$ cat src/rtl/uart_tx_cfg.sv
// uart_tx_cfg: UART serializer with runtime format (5..NB_DATA bits, none/even/odd parity, 1/2 stop).
// Define UART_TX_BREAK_EN to add i_break, which holds the idle line low and blocks starts.
module uart_tx_cfg #(
   parameter int NB_DATA    = 8,
   parameter int NB_NDATA   = 4,
   parameter int OVERSAMPLE = 16,
   parameter int NB_TICK    = 4
) (
   input  logic                i_clock,
   input  logic                i_reset,
   input  logic                i_valid,
   input  logic [NB_DATA-1:0]  i_data,
   input  logic                i_tx_start,
   input  logic [NB_NDATA-1:0] i_n_data,
   input  logic                i_parity_en,
   input  logic                i_parity_odd,
   input  logic                i_two_stop,
`ifdef UART_TX_BREAK_EN
   input  logic                i_break,
`endif
   output logic                o_data,
   output logic                o_ready,
   output logic                o_tx_done
);
   typedef enum logic [2:0] {IDLE, START, DATA, PARITY, STOP} state_t;
   state_t state_q;
   logic [NB_TICK-1:0] tick_q;
   logic [NB_NDATA-1:0] bit_q, n_q, n_d;
   logic [NB_DATA-1:0] shift_q, mask_d;
   logic par_en_q, par_q, par_d, two_q, stop_q, brk, bit_end;
`ifdef UART_TX_BREAK_EN
   assign brk = i_break;
`else
   assign brk = 1'b0;
`endif
   // parity is folded at acceptance so bits above n never reach the line
   always_comb begin
      n_d = (i_n_data < NB_NDATA'(5) || i_n_data > NB_NDATA'(NB_DATA)) ? NB_NDATA'(NB_DATA) : i_n_data;
      mask_d = ~({NB_DATA{1'b1}} << n_d);
      par_d = (^(i_data & mask_d)) ^ i_parity_odd;
      bit_end = i_valid && tick_q == NB_TICK'(OVERSAMPLE - 1);
   end
   always_ff @(posedge i_clock) begin
      if (i_reset) begin
         state_q <= IDLE;
         tick_q <= '0;
         bit_q <= '0;
         n_q <= '0;
         shift_q <= '0;
         par_en_q <= 1'b0;
         par_q <= 1'b0;
         two_q <= 1'b0;
         stop_q <= 1'b0;
         o_data <= 1'b1;
         o_ready <= 1'b1;
         o_tx_done <= 1'b0;
      end else begin
         o_tx_done <= 1'b0;
         if (state_q != IDLE && i_valid) tick_q <= bit_end ? '0 : tick_q + 1'b1;
         case (state_q)
            IDLE: if (o_ready && i_tx_start && !brk) begin
               state_q <= START;
               tick_q <= '0;
               bit_q <= '0;
               stop_q <= 1'b0;
               shift_q <= i_data;
               n_q <= n_d;
               par_en_q <= i_parity_en;
               par_q <= par_d;
               two_q <= i_two_stop;
               o_data <= 1'b0;
               o_ready <= 1'b0;
            end else begin
               o_data <= !brk;
               o_ready <= !brk;
            end
            START: if (bit_end) begin
               state_q <= DATA;
               o_data <= shift_q[0];
            end
            DATA: if (bit_end) begin
               shift_q <= shift_q >> 1;
               bit_q <= bit_q + 1'b1;
               if (bit_q == n_q - 1'b1) begin
                  state_q <= par_en_q ? PARITY : STOP;
                  o_data <= par_en_q ? par_q : 1'b1;
               end else o_data <= shift_q[1];
            end
            PARITY: if (bit_end) begin
               state_q <= STOP;
               o_data <= 1'b1;
            end
            STOP: if (bit_end) begin
               if (two_q && !stop_q) stop_q <= 1'b1;
               else begin
                  state_q <= IDLE;
                  o_tx_done <= 1'b1;
               end
            end
            default: state_q <= IDLE;
         endcase
      end
   end
endmodule

$ cat config.mk
export PLATFORM = sky130hd
export DESIGN_NAME = uart_tx_cfg
export DESIGN_NICKNAME = d
export VERILOG_FILES = /design/src/rtl/uart_tx_cfg.sv
export SDC_FILE = /design/constraint.sdc
export NUM_CORES = 1
export LEC_CHECK = 0
export CAP_MARGIN = 20
export CORE_UTILIZATION = 54
export CTS_CLUSTER_DIAMETER = 30
export DETAILED_ROUTE_END_ITERATION = 8
export GPL_ROUTABILITY_DRIVEN = 1
export PLACE_DENSITY = 0.79
export RECOVER_POWER = 100
export SLEW_MARGIN = 0
export SYNTH_ARGS = -nofsm -noshare
export SYNTH_HDL_FRONTEND = slang
export SYNTH_SLANG_ARGS = --single-unit
$ cat constraint.sdc
create_clock -name i_clock -period 2.08 [get_ports i_clock]
set_input_delay 0.416 -clock i_clock [delete_from_list [all_inputs] [get_ports i_clock]]
set_output_delay 0.416 -clock i_clock [all_outputs]
set_load 0.05 [all_outputs]
==> results of run 1 <==
-- cell type report --
| type | count | area (µm²) | area share (%) |
|---|---|---|---|
| timing repair buffer | 32 | 298 | 15.3 |
| multi-input combinational | 145 | 950 | 48.7 |
| clock buffer | 7 | 45.0 | 2.31 |
| inverter | 5 | 18.8 | 0.962 |
| sequential | 30 | 601 | 30.8 |
| tap | 31 | 38.8 | 1.99 |
-- registers in the layout, summed over array words and instances (netlist names) --
name / count
o_data: 1
par_en_q: 1
state_q: 3
o_ready: 1
tick_q: 4
o_tx_done: 1
stop_q: 1
n_q: 4
par_q: 1
bit_q: 4
shift_q: 8
two_q: 1
-- placed cells by master (no fill, tap or decap), types with 4 or more instances in the layout --
master / synthesis / final
xor2_1: 7 / 7
a311oi_1: 5 / 5
clkbuf_4: 0 / 5
clkbuf_1: 4 / 4
buf_4: 2 / 8
nand2_1: 29 / 29
inv_1: 5 / 5
a21oi_1: 12 / 12
nor3_1: 10 / 10
dfxtp_1: 30 / 30
xnor2_1: 8 / 8
nor2_1: 19 / 19
nand3_1: 6 / 6
clkdlybuf4s50_1: 0 / 19
-- power by group through the flow --
stage | sequential [W] | combinational [W] | clock [W]
6_report | 0.000790 | 0.000845 | 0.000310
5_1_grt | 0.000805 | 0.000927 | 0.000349
4_1_cts | 0.000789 | 0.000866 | 0.000316
3_5_place_dp | 0.000800 | 0.000860 | 0
3_3_place_gp | 0.000795 | 0.000822 | 0
2_1_floorplan | 0.000802 | 0.000635 | 0
-- through the flow --
stage	cell area [µm²]	setup TNS [ps]	utilization (%)	setup slack [ps]
global route	1950	0	69.0	36.8
CTS	1960	0	69.4	134
floorplan	1650	0	-	346
detailed placement	1920	-69.0	67.8	-41.3
finish	1950	0	69.0	135
global placement	1920	0	67.8	42.2
-- path summary, 6_finish.rpt --
path | start | to | slack, ps | cells past startpoint
min reg2reg | two_q | two_q | 460 | 2
max | o_data | o_data | 130 | 1
max reg2reg | tick_q[0] | state_q[1] | 210 | 6
min | two_q | two_q | 460 | 2
-- routing by layer --
layer / wire length (µm) / GRT usage [%]
met4: 65 / 10.1
met3: 142 / 7.03
met5: 0 / 0
met1: 1540 / 30.5
met2: 1770 / 41.0
-- logic make-up (layout without fill, tap and decap cells) --
group	Yosys count	after routing	share of synthesized area, %
adders and majority gates	3	3	2.28
AOI/OAI and AO/OA	42	42	20.5
and+or+nand+nor	81	81	24.0
xor gates and xnor gates	16	16	9.35
muxes	3	3	1.82
DFF	30	30	36.5
buffers and inverters	16	44	5.55
==> results.cfg, run 1 <==
[run_status]
outcome = finished with violations
violations = DRC

[timing]
finClkSkew_ps = 7.87
tightest_slew_ps = 500
finalMaxSlewViolations = 0
rsz0062_at_grt = false
setup_violations = 0
min_period_ps = 1950
fmax_mhz = 514
hold-worst-slack_ps = 464
maxSlewHeadroom_pct = 66.6
fin_crit_sh_pct = 93.5
hold_violations = 0

[yosys]
yosys.area.top_type_share_pct = 36.5
syn_inst = 191
synth-seq-area-share_pct = 36.5
ys_top_cells_by_area = dfxtp_1 (36%), nand2_1 (6.6%), nor2_1 (4.3%)
async_reset_ff_share_pct = 0
syn-num-nets = 213
synth_most_common_cell = dfxtp_1
synth_ff_type = dfxtp_1
synth_largest_area_cell = dfxtp_1
synth_area_per_cell_um2 = 8.62
ys_types = 47
syn_area_um2 = 1650
synth-edff-count = 0
ys_ff_latch = 30
ys.warnings.count = 0
synth_commonest_cells = dfxtp_1 (30), nand2_1 (29), nor2_1 (19), a21oi_1 (12), nor3_1 (10)

[setup_path]
cpPeakStageDelay_ps = 870
crit_fanout = 2
crit_buf_inv = 1
crit_chain = dlygate4sd3_1
crit_required_ps = 1660
cp.arrival_ps = 1530
crit_family = buffers and inverters
crit_type = reg -> out
cp-end-kind = primary output
start_kind = flip-flop
critPathSlowestCell = dlygate4sd3_1

[power_and_ir_drop]
total_leakage_power_nw = 0.742
p_int_w = 0.00118
seq_power_share_pct = 40.6
netSwitchingFraction_pct = 39.6
p_sw_w = 0.000770
power.density_nw_per_um2 = 997
power.total_w = 0.00195
pwr-share-comb_pct = 43.5
power.share.clock_pct = 15.9
ir_worst_vdd_uv = 465

[floorplanning]
pin_count = 22
die_area_um2 = 3270
die_h_um = 57.2
rows = 19
core_um2 = 2830
die_x_um = 57.2
initial_core_util_pct = 58.2

[finish]
synthToLayoutAreaGrowth_pct = 18.5
antenna_cells = 0
drive_above_1_share_pct = 11.0
stdcell_count = 250
fillers = 224
nets = 241

[routing]
vias_per_cell = 5.87
vias = 1468
dr.pass1.iters = 6
final_antenna_net_count = 0
wl_um = 3520
drt_iter0_drc = 46
route.detailed.drc = 2
routedWlPerCell_um = 14.1

[clock_tree]
clkTransAtPathRegs_ps = 90
cts_resized = 0
numClockSinks = 30
numCtsBuffers = 5
tritoncts = done
clk_latency_ps = 320
cts_buffer_depth = 2
hold_buffers = 0
h-tree-depth = 2
postCtsSetupBuffers = 0
clock-root-buffer = clkbuf_4

[place]
hpwl_um = 2660
gp_congestion = 0.783
numPortBuffers = 21
dp_cells = 243

[global_route]
overflow = 0
grt_use_total_pct = 24.8
first_global_vias = 1441
grt_start_max_net_pins = 20
grt_pass1_wl_um = 6200
antenna_found_initial = 0

[flow_run]
drv_cap = 0

[min_path]
hold_path.class = reg -> reg
No activity file was read; power rests on OpenSTA's default activity.
==> inputs of run 2 (changes only) <==
Settings changed: CORE_MARGIN set to 2.
==> results.cfg, run 2 (same netlist as run 1, synthesis figures left out) <==
[clock_tree]
cts_buffer_depth = 2
clkTransAtPathRegs_ps = 90
numClockSinks = 30
cts_resized = 0
postCtsSetupBuffers = 0
h-tree-depth = 2
tritoncts = done
hold_buffers = 0
clock-root-buffer = clkbuf_4
clk_latency_ps = 340
numCtsBuffers = 5

[floorplanning]
die_x_um = 59.2
core_um2 = 2980
rows = 20
pin_count = 22
die_area_um2 = 3510
die_h_um = 59.2
initial_core_util_pct = 55.3

[timing]
hold_violations = 0
fin_crit_sh_pct = 94.4
tightest_slew_ps = 502
finalMaxSlewViolations = 0
rsz0062_at_grt = false
setup_ws_ps = 116
min_period_ps = 1960
maxSlewHeadroom_pct = 66.4
finClkSkew_ps = 6.26
setup_violations = 0
fmax_mhz = 509

[finish]
synthToLayoutAreaGrowth_pct = 18.2
nets = 243
drive_above_1_share_pct = 11.8
final_core_util_pct = 65.4
top_register = shift_q
layout_commonest_cell = dfxtp_1
largest_register_ffs = 8
layout_common_cells = dfxtp_1 (30), nand2_1 (29), nor2_1 (19), clkdlybuf4s50_1 (19), a21oi_1 (12)
antenna_cells = 0
stdcell_count = 254

[place]
gp_congestion = 0.783
hpwl_um = 2710
numPortBuffers = 21
dp_cells = 247
dp_slack_ps = -4.43

[power_and_ir_drop]
power.density_nw_per_um2 = 993
seq_power_share_pct = 40.9
total_leakage_power_nw = 0.728
pwr-share-comb_pct = 42.6
power.total_w = 0.00193
p_int_w = 0.00117
power.share.clock_pct = 16.5
ir_worst_vdd_uv = 538
p_sw_w = 0.000768
netSwitchingFraction_pct = 39.7

[setup_path]
crit_type = reg -> out
crit_required_ps = 1660
start_kind = flip-flop
rrSetupSlack_ps = 180
path_depth = 1
cp-startpoint = o_data
crit_fanout = 2
cp.arrival_ps = 1550
crit_buf_inv = 1
cp-end-kind = primary output
timing.rr.end = shift_q[6]
critPathSlowestCell = dlygate4sd3_1
crit_family = buffers and inverters
crit_chain = dlygate4sd3_1
cpPeakStageDelay_ps = 880
reg2reg_from = state_q[2]
reg2reg_depth = 5
worstSetupEndpoint = o_data

[routing]
dr.pass1.iters = 4
final_antenna_net_count = 0
route.detailed.drc = 0
routedWlPerCell_um = 13.9
wl_um = 3530
vias_per_cell = 5.80
drt_iter0_drc = 62
vias = 1474

[flow_run]
drv_cap = 0

[global_route]
grt_pass1_wl_um = 6200
grt_use_total_pct = 23.6
overflow = 0
grt_start_max_net_pins = 16
first_global_vias = 1422
antenna_found_initial = 0

[run_status]
outcome = finished clean

[min_path]
hold_path.class = reg -> reg
## run 2: cell types whose count changed in the layout (fill, tap and decap cells not counted), sizes merged
cell | previous run | this run
clkbuf | 9 | 10
buf | 9 | 10
## run 2: area by class of cell
| cell class | count | area (µm²) |
|---|---|---|
| clock buffer | 7 | 45.0 |
| fill | 266 | 1030 |
| multi-input combinational | 145 | 943 |
| tap | 33 | 41.3 |
| timing repair buffer | 34 | 298 |
| sequential | 30 | 601 |
| inverter | 5 | 18.8 |
## run 2: power by group through the flow
stage	clock network (W)	logic, W	registers [W]
after floorplan	0	0.000635	0.000802
after global placement	0	0.000816	0.000795
after detailed placement	0	0.000846	0.000804
after CTS	0.000323	0.000850	0.000791
after global routing	0.000351	0.000925	0.000808
final	0.000319	0.000824	0.000791
## run 2: metrics by stage
step	setup TNS (ps)	hold WS, ps	instance area [µm²]
after floorplan	0	432	1650
after global placement	0	445	1920
after detailed placement	-4.43	446	1920
after CTS	0	461	1970
after global routing	0	504	1950
final	0	463	1950
## run 2: per-layer routing
metal	track usage, %	wire [µm]	vias up
met1	27.1	1450	698
li1	-	-	736
met5	0	0	-
met4	10.7	74	0
met3	4.59	152	7
met2	41.6	1860	33
## run 2: how the worst min path moves through the flow
stage	end	slack, ps	startpoint	depth (start not counted)
after floorplan	two_q	430	two_q	2
after global placement	two_q	440	two_q	2
after detailed placement	two_q	450	two_q	2
after CTS	two_q	460	two_q	2
after global routing	two_q	500	two_q	2
final	two_q	460	two_q	2
==> inputs of run 3 (changes only) <==
Settings changed: PLACE_DENSITY 0.79 to unset, PLACE_DENSITY_LB_ADDON set to 0.2.
==> results.cfg, run 3 (same netlist as run 1, synthesis figures left out) <==
[clock_tree]
hold_buffers = 0
numClockSinks = 30
cts_resized = 0
clock-root-buffer = clkbuf_4
h-tree-depth = 2
numCtsBuffers = 5
clk_latency_ps = 330
clkTransAtPathRegs_ps = 80
tritoncts = done
cts_buffer_depth = 2
postCtsSetupBuffers = 0

[finish]
layout_common_cells = dfxtp_1 (30), nand2_1 (29), nor2_1 (20)
drive_above_1_share_pct = 11.3
multi_input_area_um2 = 946
largest_register_ffs = 8
top_register = shift_q
stdcell_count = 254
synthToLayoutAreaGrowth_pct = 19.3
antenna_cells = 0
nets = 243
layout_commonest_cell = dfxtp_1
fillers = 267
regArea_um2 = 601

[global_route]
grt_use_total_pct = 21.2
grt_start_max_net_pins = 16
first_global_vias = 1345
grt_pass1_wl_um = 5640
overflow = 0
antenna_found_initial = 0

[power_and_ir_drop]
power.share.clock_pct = 16.0
p_sw_w = 0.000755
power.density_nw_per_um2 = 996
power.total_w = 0.00196
pwr-share-comb_pct = 43.8
p_int_w = 0.00120
total_leakage_power_nw = 0.733
seq_power_share_pct = 40.2
ir_worst_vdd_uv = 561
netSwitchingFraction_pct = 38.6

[timing]
hold_violations = 0
tightest_slew_ps = 570
fmax_mhz = 502
rsz0062_at_grt = false
maxSlewHeadroom_pct = 61.9
setup_ws_ps = 89.8
finClkSkew_ps = 6.83
setup_violations = 0
fin_crit_sh_pct = 95.7
fin_tns_setup_ps = 0
finalMaxSlewViolations = 0
min_period_ps = 1990

[setup_path]
crit_required_ps = 1660
cp-end-kind = primary output
cp.arrival_ps = 1570
crit_family = buffers and inverters
start_kind = flip-flop
cpPeakStageDelay_ps = 880
critPathSlowestCell = dlygate4sd3_1
crit_chain = dlygate4sd3_1
rrSetupSlack_ps = 170
crit_type = reg -> out
crit_fanout = 4
crit_buf_inv = 1

[floorplanning]
die_h_um = 59.2
rows = 20
initial_core_util_pct = 55.3
die_x_um = 59.2
pin_count = 22
die_area_um2 = 3510
core_um2 = 2980

[routing]
final_antenna_net_count = 0
drt_iter0_drc = 36
wl_met3_um = 120
routedWlPerCell_um = 13.1
vias = 1431
route.detailed.drc = 0
top_layer_used = met4
vias_per_cell = 5.63
wl_met2_um = 1650
wl_um = 3340
met1Wirelength_um = 1490
dr.pass1.iters = 4

[run_status]
outcome = finished clean

[place]
dp_cells = 247
hpwl_um = 2610
gp_congestion = 0.772
numPortBuffers = 21
dp_slack_ps = 2.30

[flow_run]
drv_cap = 0

[min_path]
hold_path.class = reg -> reg
==> run 3: layout make-up <==
| type | instances | share of cell area [%] |
|---|---|---|
| clock buffers | 7 | 2.29 |
| inverters | 5 | 0.955 |
| multi-input cells | 145 | 48.2 |
| flip-flops and latches | 30 | 30.6 |
| well taps | 33 | 2.10 |
| repair buffers | 34 | 15.9 |
==> run 3: worst paths after layout <==
path | startpoint | to | cells after the start
worst max-delay path | o_ready | o_ready | 1
worst min-delay path | two_q | two_q | 2
worst max register to register | state_q[2] | two_q | 5
worst min register to register | two_q | two_q | 2
==> run 3: per-layer routing <==
| layer | vias to the layer above | global-route usage (%) |
|---|---|---|
| li1 | 738 | - |
| met1 | 663 | 24.8 |
| met2 | 23 | 36.1 |
| met3 | 7 | 6.11 |
| met4 | 0 | 8.44 |
| met5 | - | 0 |
==> run 3: through the flow <==
step | utilization (%) | hold WS, ps | area (µm²)
2_1_floorplan | - | 432 | 1650
3_3_place_gp | 65.0 | 444 | 1940
3_5_place_dp | 65.0 | 469 | 1940
4_1_cts | 66.5 | 480 | 1980
5_1_grt | 66.0 | 498 | 1960
6_report | 66.0 | 483 | 1960
==> run 3: worst reg2reg max path, stage by stage (launching register included) <==
cell and delay [ps]:
dfxtp_1 430, or3_4 470, nor2_1 380, clkbuf_1 310, nand2_1 110, a21oi_1 130
==> run 3: power by group through the flow <==
| stage | logic [W] | registers (W) | clock network, W |
|---|---|---|---|
| final | 0.000857 | 0.000787 | 0.000312 |
| after global routing | 0.000946 | 0.000801 | 0.000346 |
| after CTS | 0.000887 | 0.000787 | 0.000324 |
| after detailed placement | 0.000884 | 0.000800 | 0 |
| after global placement | 0.000859 | 0.000794 | 0 |
| after floorplan | 0.000635 | 0.000802 | 0 |
